<file path="config.mk">
export PLATFORM = sky130hd
export DESIGN_NAME = tap_pair_reader_flat
export DESIGN_NICKNAME = d
export VERILOG_FILES = /design/src/rtl/fir_pkg.sv /design/src/rtl/tap_pair_reader_if.sv /design/src/rtl/tap_pair_reader_circ_addr_sub.sv /design/src/rtl/tap_pair_reader.sv /design/src/flat_wrapper.sv
export SDC_FILE = /design/constraint.sdc
export NUM_CORES = 1
export LEC_CHECK = 0
export BUFFER_PORTS_ARGS = -buffer_cell sky130_fd_sc_hd__buf_4
export CORE_ASPECT_RATIO = 0.8
export CORE_MARGIN = 3
export CORE_UTILIZATION = 62
export CTS_BUF_LIST = sky130_fd_sc_hd__clkbuf_8
export DETAILED_ROUTE_END_ITERATION = 8
export PLACE_DENSITY = 0.94
export SKIP_CTS_REPAIR_TIMING = 1
export SLEW_MARGIN = 40
export SYNTH_ARGS = -nofsm -noshare
export SYNTH_HDL_FRONTEND = slang
export SYNTH_SLANG_ARGS = --single-unit
</file>
<file path="constraint.sdc">
create_clock -name clk -period 8.3 [get_ports clk]
set_input_delay 0.83 -clock clk [delete_from_list [all_inputs] [get_ports clk]]
set_output_delay 0.83 -clock clk [all_outputs]
set_load 0.005 [all_outputs]
</file>
<file path="src/rtl/fir_pkg.sv">
// Shared definitions for the symmetric FIR delay-line blocks.
// The write-pointer counter and the tap-pair reader both import this package,
// so the delay-line depth default lives here to keep the two in agreement.
package fir_pkg;

   localparam int DELAY_DEPTH = 512;

   typedef enum logic {IDLE, RUN} rdr_state_t;

   // A symmetric filter of ntaps taps needs ceil(ntaps/2) address pairs.
   // For odd lengths, the last pair is the centre tap read twice.
   function automatic int npairs(input int ntaps);
      return (ntaps + 1) / 2;
   endfunction

endpackage

</file>
<file path="src/rtl/tap_pair_reader_if.sv">
// Handshake and address bus between the tap-pair reader and its neighbours.
// slave  : the reader itself
// master : whoever issues start and consumes the address pairs
interface tap_pair_reader_if #(
   parameter int AW = $clog2(fir_pkg::DELAY_DEPTH)
);
   logic          start;
   logic [AW-1:0] wr_ptr;
   logic          busy;
   logic          rd_valid;
   logic          rd_ready;
   logic [AW-1:0] rd_addr_a;
   logic [AW-1:0] rd_addr_b;
   logic [AW-1:0] pair_idx;
   logic          center;
   logic          rd_last;
   logic          done;
   logic          overrun;
   logic          ovr_clr;

   modport slave (
      input  start, wr_ptr, rd_ready, ovr_clr,
      output busy, rd_valid, rd_addr_a, rd_addr_b, pair_idx,
             center, rd_last, done, overrun
   );

   modport master (
      output start, wr_ptr, rd_ready, ovr_clr,
      input  busy, rd_valid, rd_addr_a, rd_addr_b, pair_idx,
             center, rd_last, done, overrun
   );
endinterface

</file>
<file path="src/rtl/tap_pair_reader_circ_addr_sub.sv">
// Circular-buffer address helper: (base - off) mod 2^AW.
// Purely combinational; plain unsigned subtraction wraps for free because the
// delay line depth is a power of two.
module circ_addr_sub #(
   parameter int AW = 9
) (
   input  logic [AW-1:0] base,
   input  logic [AW-1:0] off,
   output logic [AW-1:0] diff
);

   assign diff = base - off;

endmodule

</file>
<file path="src/rtl/tap_pair_reader.sv">
// Read-side address sequencer for the symmetric FIR circular delay line.
// Each pass walks k = 0..NPAIRS-1 and presents the pair
//    addr_a = base - k,  addr_b = base - (NTAPS-1-k)   (mod DEPTH)
// to the pre-adder/MAC path with a valid/ready handshake.
// Optional feature: define READER_OVERRUN_EN to enable the sticky overrun flag
// (start seen while busy). Without it, overrun is tied low and ovr_clr is unused.
module tap_pair_reader
   import fir_pkg::*;
#(
   parameter  int DEPTH = DELAY_DEPTH,
   parameter  int NTAPS = 64,
   localparam int AW    = $clog2(DEPTH)
) (
   input  logic               clk,
   input  logic               rst_n,
   tap_pair_reader_if.slave   bus
);

   localparam logic [AW-1:0] LAST_K = AW'(npairs(NTAPS) - 1);
   localparam logic [AW-1:0] SPAN   = AW'(NTAPS - 1);
   localparam bit            ODD    = (NTAPS % 2) == 1;

   rdr_state_t    state;
   logic [AW-1:0] base;

   logic          handshake;
   logic          last_hs;
   logic          accept_start;
   logic          load_pair;
   logic [AW-1:0] nxt_base;
   logic [AW-1:0] nxt_k;
   logic [AW-1:0] nxt_off_b;
   logic [AW-1:0] nxt_addr_a;
   logic [AW-1:0] nxt_addr_b;

   // Decide what the next presented pair will be: a fresh pass on an accepted
   // start (including the back-to-back case), the next k on a non-final
   // handshake, otherwise hold.
   always_comb begin
      handshake    = bus.rd_valid && bus.rd_ready;
      last_hs      = handshake && bus.rd_last;
      accept_start = bus.start && ((state == IDLE) || last_hs);
      load_pair    = accept_start || (handshake && !bus.rd_last);
      nxt_base     = base;
      nxt_k        = bus.pair_idx;
      if (accept_start) begin
         nxt_base = bus.wr_ptr;
         nxt_k    = '0;
      end else if (handshake && !bus.rd_last) begin
         nxt_k = bus.pair_idx + 1'b1;
      end
      nxt_off_b = SPAN - nxt_k;
   end

   circ_addr_sub #(.AW(AW)) u_sub_a (
      .base (nxt_base),
      .off  (nxt_k),
      .diff (nxt_addr_a)
   );

   circ_addr_sub #(.AW(AW)) u_sub_b (
      .base (nxt_base),
      .off  (nxt_off_b),
      .diff (nxt_addr_b)
   );

   // Pass sequencing FSM; every output is registered so the consumer sees a
   // stable pair for as long as it stalls.
   always_ff @(posedge clk or negedge rst_n) begin
      if (!rst_n) begin
         state         <= IDLE;
         base          <= '0;
         bus.busy      <= 1'b0;
         bus.rd_valid  <= 1'b0;
         bus.rd_addr_a <= '0;
         bus.rd_addr_b <= '0;
         bus.pair_idx  <= '0;
         bus.center    <= 1'b0;
         bus.rd_last   <= 1'b0;
         bus.done      <= 1'b0;
      end else begin
         bus.done <= 1'b0;
         unique case (state)
            IDLE: begin
               if (accept_start) begin
                  state        <= RUN;
                  bus.busy     <= 1'b1;
                  bus.rd_valid <= 1'b1;
               end
            end
            RUN: begin
               if (last_hs) begin
                  bus.done <= 1'b1;
                  if (!accept_start) begin
                     state        <= IDLE;
                     bus.busy     <= 1'b0;
                     bus.rd_valid <= 1'b0;
                  end
               end
            end
         endcase
         if (load_pair) begin
            base          <= nxt_base;
            bus.pair_idx  <= nxt_k;
            bus.rd_addr_a <= nxt_addr_a;
            bus.rd_addr_b <= nxt_addr_b;
            bus.rd_last   <= (nxt_k == LAST_K);
            bus.center    <= ODD && (nxt_k == LAST_K);
         end else if (last_hs) begin
            bus.pair_idx  <= '0;
            bus.rd_addr_a <= '0;
            bus.rd_addr_b <= '0;
            bus.rd_last   <= 1'b0;
            bus.center    <= 1'b0;
         end
      end
   end

`ifdef READER_OVERRUN_EN
   logic ignored_start;

   // A start that lands mid-pass (not on the final handshake) is dropped.
   always_comb begin
      ignored_start = bus.start && (state == RUN) && !last_hs;
   end

   // Sticky overrun flag; a new ignored start beats a simultaneous clear.
   always_ff @(posedge clk or negedge rst_n) begin
      if (!rst_n) begin
         bus.overrun <= 1'b0;
      end else if (ignored_start) begin
         bus.overrun <= 1'b1;
      end else if (bus.ovr_clr) begin
         bus.overrun <= 1'b0;
      end
   end
`else
   assign bus.overrun = 1'b0;
`endif

endmodule
</file>
<file path="src/flat_wrapper.sv">
// flat-port wrapper written by rule: the top's interface ports become plain ports
module tap_pair_reader_flat import fir_pkg::*;
#(
   parameter  int DEPTH = DELAY_DEPTH,
   parameter  int NTAPS = 64,
   localparam int AW    = $clog2(DEPTH)
)
  (clk, rst_n, bus_start, bus_wr_ptr, bus_rd_ready, bus_ovr_clr, bus_busy, bus_rd_valid, bus_rd_addr_a, bus_rd_addr_b, bus_pair_idx, bus_center, bus_rd_last, bus_done, bus_overrun);
  tap_pair_reader_if bus_i ();
  input  logic clk;
  input  logic rst_n;
  input wire logic [$bits(bus_i.start)-1:0] bus_start;
  input wire logic [$bits(bus_i.wr_ptr)-1:0] bus_wr_ptr;
  input wire logic [$bits(bus_i.rd_ready)-1:0] bus_rd_ready;
  input wire logic [$bits(bus_i.ovr_clr)-1:0] bus_ovr_clr;
  output wire logic [$bits(bus_i.busy)-1:0] bus_busy;
  output wire logic [$bits(bus_i.rd_valid)-1:0] bus_rd_valid;
  output wire logic [$bits(bus_i.rd_addr_a)-1:0] bus_rd_addr_a;
  output wire logic [$bits(bus_i.rd_addr_b)-1:0] bus_rd_addr_b;
  output wire logic [$bits(bus_i.pair_idx)-1:0] bus_pair_idx;
  output wire logic [$bits(bus_i.center)-1:0] bus_center;
  output wire logic [$bits(bus_i.rd_last)-1:0] bus_rd_last;
  output wire logic [$bits(bus_i.done)-1:0] bus_done;
  output wire logic [$bits(bus_i.overrun)-1:0] bus_overrun;
  assign bus_i.start = bus_start;
  assign bus_i.wr_ptr = bus_wr_ptr;
  assign bus_i.rd_ready = bus_rd_ready;
  assign bus_i.ovr_clr = bus_ovr_clr;
  assign bus_busy = bus_i.busy;
  assign bus_rd_valid = bus_i.rd_valid;
  assign bus_rd_addr_a = bus_i.rd_addr_a;
  assign bus_rd_addr_b = bus_i.rd_addr_b;
  assign bus_pair_idx = bus_i.pair_idx;
  assign bus_center = bus_i.center;
  assign bus_rd_last = bus_i.rd_last;
  assign bus_done = bus_i.done;
  assign bus_overrun = bus_i.overrun;
  tap_pair_reader #(.DEPTH(DEPTH), .NTAPS(NTAPS)) u_core (.clk(clk), .rst_n(rst_n), .bus(bus_i));
endmodule
</file>
==> reports/metrics.yaml <==
synth-seq-cells: 40
fmax_mhz: 270
ir_worst_vdd_mv: 0.184
fin_cells: 379
status: "complete, no violations"
hold_start: "u_core.base[6]$_DFFE_PN0P_"
ios: 47
comb_power_share: 0.348
drt_first_pass_iters: 5
root_buffer: "clkbuf_8"
cellLeakagePower_nw: 1.60
critPathTopFamily: "compound AO/OA/AOI/OAI gates"
switching_power_uw: 200
setup_viol: 0
cp.arrival_ns: 3.86
ys.warnings.count: 0
drt-total-wl_um: 5820
ys_seq_area_frac: 0.394
drc: 0
cp-end-kind: "flip-flop"
vias: 2152
synth.avg_cell_area_um2: 8.98
grt_pass1_wl_um: 9840
path_max_fanout: 22
yosysMostFrequentCell: "nand2_1"
htreeDepth: 2
async_reset_ff_frac: 1.00
cts_buffers: 5
grt_max_degree: 41
fin_crit_sh: 0.447
cp_slowest_cell: "a21boi_4"
required_ns: 8.45
slew_viol_final: 0
worst-r2r-setup-slack_ns: 4.68
synthFlopType: "dfrtp_1"
p_int_uw: 448
hold_path.class: "flip-flop to flip-flop"
clock_skew_ns: 0.0122
synth_cell_types: 47
rsz0062_at_grt: "no"
area_growth_pct: 18.2
wire_per_inst_um: 15.4
power_density_nw_per_um2: 216
synthDominantCellAreaShare: 0.394
synth_area_um2: 2540
yosys-top-cells-count: "nand2_1, dfrtp_1, ha_1, inv_1, o21ai_0"
gr-usage-all-layers: 0.254
place_inst: 371
drive_gt1_frac: 0.194
fp.coreArea_um2: 3880
reg2reg_depth: 13
hpwl_um: 4220
clock_sinks: 40
r2r_end: "u_core.bus.rd_addr_b[8]$_DFFE_PN0P_"
gp_congestion: 0.866
grt_pass1_vias: 2029
crit_type: "input pin to flip-flop"
die_y_um: 63.3
ys_top_cells_by_area: "dfrtp_1, ha_1, nand2_1"
pwr-share-seq: 0.415
min_path_cells: 2
antenna_found_initial: 0
dieArea_um2: 4910
postRouteAntennaNets: 0
synth_area_leader_cell: "dfrtp_1"
swShare: 0.309
r2r-start: "u_core.bus.rd_valid$_DFFE_PN0P_"
initial_core_util: 0.655
grt-ovfl-total: 0
cp.buffers_inverters: 2
max_cap_viol_count: 0
antenna_cells: 0
path_clk_slew_ns: 0.07
port_buffers: 43
drtIter0Drc: 158
hold_end: "u_core.base[6]$_DFFE_PN0P_"
cts_buffer_depth: 2
finalHoldViolCount: 0
clkPwrFrac: 0.237
synth_edf_count: 0
syn_inst: 283
startpoint_type: "input pin"
period_needed_ns: 3.71
nNetsFinal: 363
worst_pin_slew_ns: 0.741
cts_tree: "built"
die_w_um: 77.6
setup_tns_ns: 0
clk-insertion-delay-late_ns: 0.30
max_stage_delay_ns: 0.59
max_slew_margin: 0.505
vias_per_cell: 5.68
path_cells: "buf_4 > nand3_1 > a21boi_4 > nand2_1 > nand2_1 > ha_1 > inv_1 > ha_1 > a21o_1 > a21oi_1 > o21ai_0 > o41ai_1 > xor2_1 > o21ai_1"
rows: 20
## cells by family (layout without fill, tap and decap cells)
family / after synthesis / after routing / synth area share
AO/OA/AOI/OAI: 59 / 59 / 0.155
buffers and inverters: 34 / 74 / 0.0581
adder cells (fa/ha/maj): 26 / 26 / 0.134
flip-flops: 40 / 40 / 0.394
multiplexers: 1 / 1 / 0.00394
XOR/XNOR: 18 / 18 / 0.0675
other: 1 / 2 / 0.00148
AND/OR/NAND/NOR: 104 / 104 / 0.186
## flip-flops by register name (all words and copies together), names as in the netlist
signal / flops
u_core.bus.rd_addr_b: 9
u_core.bus.rd_addr_a: 9
u_core.bus.pair_idx: 9
u_core.bus.rd_valid: 1
u_core.base: 9
u_core.state: 1
u_core.bus.done: 1
u_core.bus.rd_last: 1
## per-stage QoR
stage	worst slack [ns]	utilization	hold slack, ns	total power, mW	cell area (um^2)
detailed placement	4.35	0.746	0.459	0.496	2890
global route	4.33	0.775	0.503	0.693	3000
finish	4.59	0.775	0.473	0.649	3000
global placement	4.22	0.742	0.451	0.484	2880
floorplan	4.58	-	0.439	0.392	2540
CTS	4.59	0.774	0.476	0.652	3000
## area by class of cell
type / count / area, um^2
multi-input cells: 210 / 1420
flip-flops and latches: 40 / 1000
fillers: 271 / 875
repair buffers: 43 / 323
inverters: 23 / 86.3
clock buffers: 5 / 68.8
well taps: 55 / 68.8
clock inverters: 3 / 38.8
## worst max path at each step
stage / start / to / slack [ns] / cells past startpoint
floorplan: bus_rd_ready / u_core.bus.rd_addr_b[7]$_DFFE_PN0P_ / 4.58 / 16
global placement: bus_rd_ready / u_core.bus.rd_addr_b[7]$_DFFE_PN0P_ / 4.22 / 15
detailed placement: bus_rd_ready / u_core.bus.rd_addr_b[8]$_DFFE_PN0P_ / 4.35 / 14
CTS: bus_rd_ready / u_core.bus.rd_addr_b[8]$_DFFE_PN0P_ / 4.59 / 14
global route: bus_rd_ready / u_core.bus.rd_addr_b[8]$_DFFE_PN0P_ / 4.33 / 14
finish: bus_rd_ready / u_core.bus.rd_addr_b[8]$_DFFE_PN0P_ / 4.59 / 14
## layer usage
layer / up-vias / track usage / routed length (um)
li1: 1025 / - / -
met1: 1046 / 0.350 / 2590
met2: 74 / 0.413 / 2760
met3: 7 / 0.0443 / 417
met4: 0 / 0.0711 / 48
met5: - / 0 / 0
## worst reg2reg max path, cell delays in order (launching register included)
cell,delay (ns)
dfrtp_1,0.50
nand3_1,0.20
a21boi_4,0.59
nand2_1,0.19
nand2_1,0.13
ha_1,0.28
inv_1,0.12
ha_1,0.23
a21o_1,0.15
a21oi_1,0.26
o21ai_0,0.20
o41ai_1,0.36
xor2_1,0.19
o21ai_1,0.08
## power by group through the flow
stage          sequential, mW  clock (mW)  combinational (mW)
2_1_floorplan           0.271           0               0.121
3_3_place_gp            0.270           0               0.213
3_5_place_dp            0.273           0               0.223
6_report                0.269       0.154               0.226
4_1_cts                 0.269       0.155               0.227
5_1_grt                 0.276       0.165               0.252
## cells in the final DEF, fill, tap and decap left out, types with 2 or more instances in the layout
master	synthesis	final
o41ai_1	2	2
o21ai_0	20	20
dfrtp_1	40	40
nor3_1	3	3
nand4_1	3	3
nand3_1	3	3
xnor2_1	11	11
fa_1	2	2
a21boi_4	0	2
or2_2	3	3
a21o_1	4	4
o21bai_1	2	2
clkbuf_8	0	5
or3_1	2	2
and3_1	3	3
a22o_1	7	7
inv_1	23	24
a21oi_1	11	11
buf_4	3	43
ha_1	24	24
conb_1	1	2
o31ai_1	3	3
xor2_1	6	6
nor2_1	13	12
nand2_1	64	64
(Power assumes the default switching activity.)
